[config.mk]
export PLATFORM = sky130hd
export DESIGN_NAME = sequence_counter
export DESIGN_NICKNAME = d
export VERILOG_FILES = /design/src/rtl/sequence_counter_pkg.sv /design/src/rtl/sequence_counter.sv
export SDC_FILE = /design/constraint.sdc
export NUM_CORES = 1
export LEC_CHECK = 0
export BUFFER_PORTS_ARGS = -buffer_cell sky130_fd_sc_hd__buf_2
export CAP_MARGIN = 40
export CELL_PAD_IN_SITES_DETAIL_PLACEMENT = 0
export CELL_PAD_IN_SITES_GLOBAL_PLACEMENT = 1
export CORE_AREA = 4 4 41 43
export DETAILED_ROUTE_END_ITERATION = 6
export DIE_AREA = 0 0 45 47
export PLACE_DENSITY = 0.59
export RECOVER_POWER = 100
export REMOVE_ABC_BUFFERS = 1
export SLEW_MARGIN = 20
export SYNTH_ARGS = -nofsm -noshare
export SYNTH_HDL_FRONTEND = slang
export SYNTH_SLANG_ARGS = --single-unit
[constraint.sdc]
create_clock -name i_clk -period 1.37 [get_ports i_clk]
set_input_delay 0.137 -clock i_clk [delete_from_list [all_inputs] [get_ports i_clk]]
set_output_delay 0.137 -clock i_clk [all_outputs]
set_load 0.01 [all_outputs]
[src/rtl/sequence_counter_pkg.sv]
// Shared timing-state constants for the sequence counter, timing decoder and control unit.
package sequence_counter_pkg;

   localparam int unsigned SC_WIDTH     = 3;
   localparam int unsigned SC_MAX_COUNT = 7;
   localparam logic [SC_WIDTH-1:0] SC_T0 = SC_WIDTH'(0);

endpackage

[src/rtl/sequence_counter.sv]
// Sequence counter with S (run) flip-flop: produces the COUNT code for the T0..Tn decoder,
// flags each increment-driven wrap and keeps a sticky overflow until the next START.
module sequence_counter
   import sequence_counter_pkg::*;
#(
   parameter int unsigned WIDTH     = SC_WIDTH,
   parameter int unsigned MAX_COUNT = SC_MAX_COUNT
) (
   input  logic             i_clk,
   input  logic             i_rst_n,
   input  logic             i_start,
   input  logic             i_halt,
   input  logic             i_clr,
   input  logic             i_stall,
   output logic [WIDTH-1:0] o_count,
   output logic             o_run,
   output logic             o_wrap,
   output logic             o_ovf
);

   localparam logic [WIDTH-1:0] MAX_C  = WIDTH'(MAX_COUNT);
   localparam logic [WIDTH-1:0] T0_C   = WIDTH'(SC_T0);
   localparam logic [WIDTH-1:0] ONE_C  = WIDTH'(1);

   logic [WIDTH-1:0] r_count;
   logic             r_run;
   logic             r_wrap;
   logic             r_ovf;

   logic [WIDTH-1:0] w_count_nxt;
   logic             w_run_nxt;
   logic             w_wrap_nxt;
   logic             w_ovf_nxt;
   logic             w_accept;
   logic             w_inc;

   // Next-state: HALT beats START for the run flag; accepted START, then CLR, then increment for COUNT.
   always_comb begin
      w_count_nxt = r_count;
      w_run_nxt   = r_run;
      w_wrap_nxt  = 1'b0;
      w_ovf_nxt   = r_ovf;
      w_accept    = i_start & ~r_run & ~i_halt;
      w_inc       = r_run & ~i_halt & ~i_stall;

      if (i_halt) begin
         w_run_nxt = 1'b0;
      end else if (i_start) begin
         w_run_nxt = 1'b1;
      end

      if (w_accept) begin
         w_count_nxt = T0_C;
      end else if (i_clr) begin
         w_count_nxt = T0_C;
      end else if (w_inc) begin
         if (r_count == MAX_C) begin
            w_count_nxt = T0_C;
            w_wrap_nxt  = 1'b1;
         end else begin
            w_count_nxt = r_count + ONE_C;
         end
      end

      if (w_accept) begin
         w_ovf_nxt = 1'b0;
      end else if (w_wrap_nxt) begin
         w_ovf_nxt = 1'b1;
      end
   end

   always_ff @(posedge i_clk or negedge i_rst_n) begin
      if (!i_rst_n) begin
         r_count <= T0_C;
         r_run   <= 1'b0;
         r_wrap  <= 1'b0;
         r_ovf   <= 1'b0;
      end else begin
         r_count <= w_count_nxt;
         r_run   <= w_run_nxt;
         r_wrap  <= w_wrap_nxt;
         r_ovf   <= w_ovf_nxt;
      end
   end

   assign o_count = r_count;
   assign o_run   = r_run;
   assign o_wrap  = r_wrap;
   assign o_ovf   = r_ovf;

endmodule

==> report_table.html <==
<table>
<tr><th>Metric</th><th>Value</th></tr>
<tr><th colspan="2">Outcome</th></tr>
<tr><td>Status</td><td>finished clean</td></tr>
<tr><th colspan="2">Routing</th></tr>
<tr><td>Routed Wire Length</td><td>595 um</td></tr>
<tr><td>Number of vias per cell after detailed routing</td><td>approximately 4.2</td></tr>
<tr><td>Number of iterations in the first detailed-routing pass</td><td>4</td></tr>
<tr><td>Routed length per placed instance</td><td>11.02 um</td></tr>
<tr><td>Number of nets with antenna violations after routing</td><td>0</td></tr>
<tr><td>Initial drt markers</td><td>1</td></tr>
<tr><td>Remaining routing DRC violations</td><td>0</td></tr>
<tr><td>Number of vias in the routed layout</td><td>229</td></tr>
<tr><th colspan="2">Clocking</th></tr>
<tr><td>Clock root buffer</td><td>clkbuf_4</td></tr>
<tr><td>TritonCTS clock tree</td><td>yes</td></tr>
<tr><td>Hold-fix buffer count after cts</td><td>1</td></tr>
<tr><td>Number of H-tree levels</td><td>1</td></tr>
<tr><td>Register clock-pin slew on the reported worst setup and hold paths</td><td>0.05 ns</td></tr>
<tr><td>TritonCTS buffer count</td><td>3</td></tr>
<tr><td>Post CTS Setup Buffer Count</td><td>0</td></tr>
<tr><td>Number of sinks driven by the clock tree</td><td>6</td></tr>
<tr><td>Clock tree buffer depth</td><td>2</td></tr>
<tr><td>Clock latency at the later pin of the worst-skew pair</td><td>0.24 ns</td></tr>
<tr><td>Cells resized by post-CTS repair</td><td>0</td></tr>
<tr><th colspan="2">Finish</th></tr>
<tr><td>Net count of the finished layout</td><td>49</td></tr>
<tr><td># diodes</td><td>0</td></tr>
<tr><td>Final-layout fill cell count</td><td>150</td></tr>
<tr><td>Layout cell share with drive strength beyond 1</td><td>roughly a fifth</td></tr>
<tr><td>Area Overhead vs Synth</td><td>32.44%</td></tr>
<tr><th colspan="2">Critical path</th></tr>
<tr><td>Slowest cell on crit path</td><td>dfrtp_1</td></tr>
<tr><td>Critical path launch point type</td><td>flip-flop</td></tr>
<tr><td>Cell-by-cell trace of the critical path</td><td>ha_1 -&gt; ha_1 -&gt; and3_1 -&gt; nand2b_1</td></tr>
<tr><td>WP data required</td><td>1.50 ns</td></tr>
<tr><td>R2R setup slack</td><td>0.16 ns</td></tr>
<tr><td>Crit path launch</td><td>o_count[0]$_DFFE_PN0P_</td></tr>
<tr><td>Most Frequent Cell on Critical Path</td><td>ha_1</td></tr>
<tr><td>Origin of the critical flop-to-flop path</td><td>o_count[0]$_DFFE_PN0P_</td></tr>
<tr><td>Category of the most critical setup path</td><td>reg2reg</td></tr>
<tr><td>Worst r2r dst</td><td>o_ovf$_DFFE_PN0P_</td></tr>
<tr><td>Logic depth of the worst register-to-register path</td><td>4</td></tr>
<tr><td>Worst setup EP type</td><td>flip-flop</td></tr>
<tr><td>Data arrival time of the critical path</td><td>approximately 1.3 ns</td></tr>
<tr><td>Slowest cell delay on critical path</td><td>roughly 0.4 ns</td></tr>
<tr><td>Crit-path max FO</td><td>4</td></tr>
<tr><th colspan="2">STA</th></tr>
<tr><td>Fmax achieved</td><td>0.8272 GHz</td></tr>
<tr><td>Sum of negative setup slack</td><td>0 ns</td></tr>
<tr><td>Worst clock skew</td><td>0.006754 ns</td></tr>
<tr><td>Relative slew slack</td><td>73.64%</td></tr>
<tr><td>Worst hold slack across all endpoints</td><td>0.1120 ns</td></tr>
<tr><td>Setup repair after global routing missed its margin</td><td>false</td></tr>
<tr><td>Minimum period implied by the final worst setup slack</td><td>about 1.2 ns</td></tr>
<tr><td>Max-slew violations</td><td>0</td></tr>
<tr><td>Period utilization</td><td>~88%</td></tr>
<tr><td>Hold Violations, Final</td><td>0</td></tr>
<tr><td>Actual transition at the worst max-transition pin</td><td>0.3920 ns</td></tr>
<tr><td>Setup violation total in the final timing report</td><td>0</td></tr>
<tr><th colspan="2">Hold path</th></tr>
<tr><td>Capture endpoint of the worst hold path</td><td>o_run$_DFFE_PN0P_</td></tr>
<tr><td>Hold Startpoint</td><td>i_halt</td></tr>
<tr><td>Type of the worst min-delay path</td><td>in2reg</td></tr>
<tr><td>Count of cells along the worst hold path</td><td>2</td></tr>
<tr><th colspan="2">Floorplanning</th></tr>
<tr><td>Core Rows</td><td>13</td></tr>
<tr><td>Core region area</td><td>1301 um^2</td></tr>
<tr><td>I/O pin count</td><td>12</td></tr>
<tr><td>Area of the die</td><td>2115 um^2</td></tr>
<tr><td>Die height</td><td>47 um</td></tr>
<tr><td>Initial core utilization</td><td>21.63%</td></tr>
<tr><td>Die width</td><td>45 um</td></tr>
<tr><th colspan="2">Power and ir drop</th></tr>
<tr><td>Static leakage</td><td>0.1906 nW</td></tr>
<tr><td>Power density over the cells</td><td>about 1000 nW/um^2</td></tr>
<tr><td>Worst IR drop on VDD</td><td>around 0.00050 V</td></tr>
<tr><th colspan="2">Synth</th></tr>
<tr><td>Synth cell count leaders</td><td>dfrtp_1 (6), nor2_1 (6), mux2i_1 (3)</td></tr>
<tr><td>Avg Synthesized Cell Area</td><td>11.73 um^2</td></tr>
<tr><td>Synth top area cells</td><td>dfrtp_1 (53%), mux2i_1 (11%), ha_1 (8.9%), nor2_1 (8.0%), nor3b_4 (6.7%)</td></tr>
<tr><td>Portion of synthesized cell area occupied by the leading cell type</td><td>53.33%</td></tr>
<tr><td>Number of flops mapped to enable cells by yosys</td><td>0</td></tr>
<tr><td>Synth area leader</td><td>dfrtp_1</td></tr>
<tr><td>Synthesized instance count</td><td>24</td></tr>
<tr><td>Flop and latch count out of synthesis</td><td>6</td></tr>
<tr><td>Post-synth top flop</td><td>dfrtp_1</td></tr>
<tr><td>Share of synthesized area occupied by flip-flops and latches</td><td>between 50 and 60%</td></tr>
<tr><td>Number of library cell types mapped by synthesis</td><td>9</td></tr>
<tr><td>Warnings, synthesis</td><td>0</td></tr>
<tr><td>Async SR Flop Fraction</td><td>100.0%</td></tr>
<tr><td>Post-synthesis cell area</td><td>281.5 um^2</td></tr>
<tr><th colspan="2">GRT</th></tr>
<tr><td>Via count of the first global-routing pass</td><td>230</td></tr>
<tr><td>Largest net degree at the start of global routing</td><td>7</td></tr>
<tr><td>Global-route total usage across every layer</td><td>6.529%</td></tr>
<tr><td>Total global routing overflow</td><td>0</td></tr>
<tr><td>Number of antenna violations at the first check in global routing</td><td>0</td></tr>
<tr><td>First-pass GRT wire length</td><td>slightly above 900 um</td></tr>
<tr><th colspan="2">Placed design</th></tr>
<tr><td>HPWL after DPL</td><td>510.3 um</td></tr>
<tr><td>Count of input and output buffers</td><td>11</td></tr>
<tr><td>Last weighted congestion value of the routability-driven placer</td><td>0.7233</td></tr>
<tr><th colspan="2">Flow run</th></tr>
<tr><td>Number of max-cap violations</td><td>0</td></tr>
</table>
[stage by stage]
stage,setup WS (ns),utilization (%),power (mW),cells,area (um^2)
after CTS,0.1456,29.81,0.3908,54,387.9
final,0.1611,28.65,0.3794,54,372.9
after floorplan,0.1787,-,0.2011,24,281.5
after global placement,0.1840,27.31,0.2192,50,355.3
after detailed placement,0.1515,27.31,0.2203,50,355.3
after global routing,0.07307,28.65,0.4036,54,372.9
[sequential cells by signal, indices dropped and copies added (netlist names)]
signal,flops
o_ovf,1
o_count,3
o_wrap,1
o_run,1
[worst max-delay path by stage]
stage | cells after the start | to | slack (ns)
floorplan | 4 | o_ovf$_DFFE_PN0P_ | 0.18
CTS | 4 | o_ovf$_DFFE_PN0P_ | 0.15
global placement | 4 | o_ovf$_DFFE_PN0P_ | 0.18
global route | 3 | o_count[1]$_DFFE_PN0P_ | 0.07
detailed placement | 4 | o_ovf$_DFFE_PN0P_ | 0.15
finish | 4 | o_ovf$_DFFE_PN0P_ | 0.16
[logic make-up after synthesis]
group           count (synthesis)  synth area share (%)
simple gates                    9                 19.11
flops                           6                 53.33
mux                             3                 10.67
compound gates                  2                 5.332
buf+inv                         2                 2.668
fa+ha+maj                       2                 8.887
[metal layers]
metal	up-vias	GRT usage, %	routed length, um
li1	114	-	-
met1	111	4.651	199
met2	4	12.15	361
met3	0	4.981	34
met4	0	3.509	0
met5	-	0	0
[layout make-up]
type	count	area, um^2	share of cell area, %
Sequential cell	6	150.1	40.27
Clock buffer	3	22.52	6.040
Inverter	2	7.507	2.013
Timing Repair Buffer	12	56.30	15.10
Multi-Input combinational cell	16	117.6	31.54
Tap cell	15	18.77	5.034
[cell usage in the layout, fill, tap and decap left out]
| cell type | n |
|---|---|
| and3_1 | 1 |
| buf_2 | 4 |
| clkbuf_1 | 7 |
| clkbuf_4 | 3 |
| dfrtp_1 | 6 |
| dlygate4sd3_1 | 1 |
| ha_1 | 2 |
| inv_1 | 2 |
| mux2i_1 | 3 |
| nand2b_1 | 1 |
| nor2_1 | 6 |
| nor3b_2 | 1 |
| o31ai_1 | 2 |
[critical path: cells and delay by family, from the launching register on]
family,cells,cell delay [ns]
simple gates,2,0.29
flops,1,0.40
fa+ha+maj,2,0.40
[power by group]
| part | switching [mW] | internal (mW) | total, mW |
|---|---|---|---|
| combinational | 0.0172 | 0.0137 | 0.0309 |
| sequential | 0.00347 | 0.181 | 0.184 |
| clock | 0.0649 | 0.0992 | 0.164 |
No activity file was read; power rests on OpenSTA's default activity.
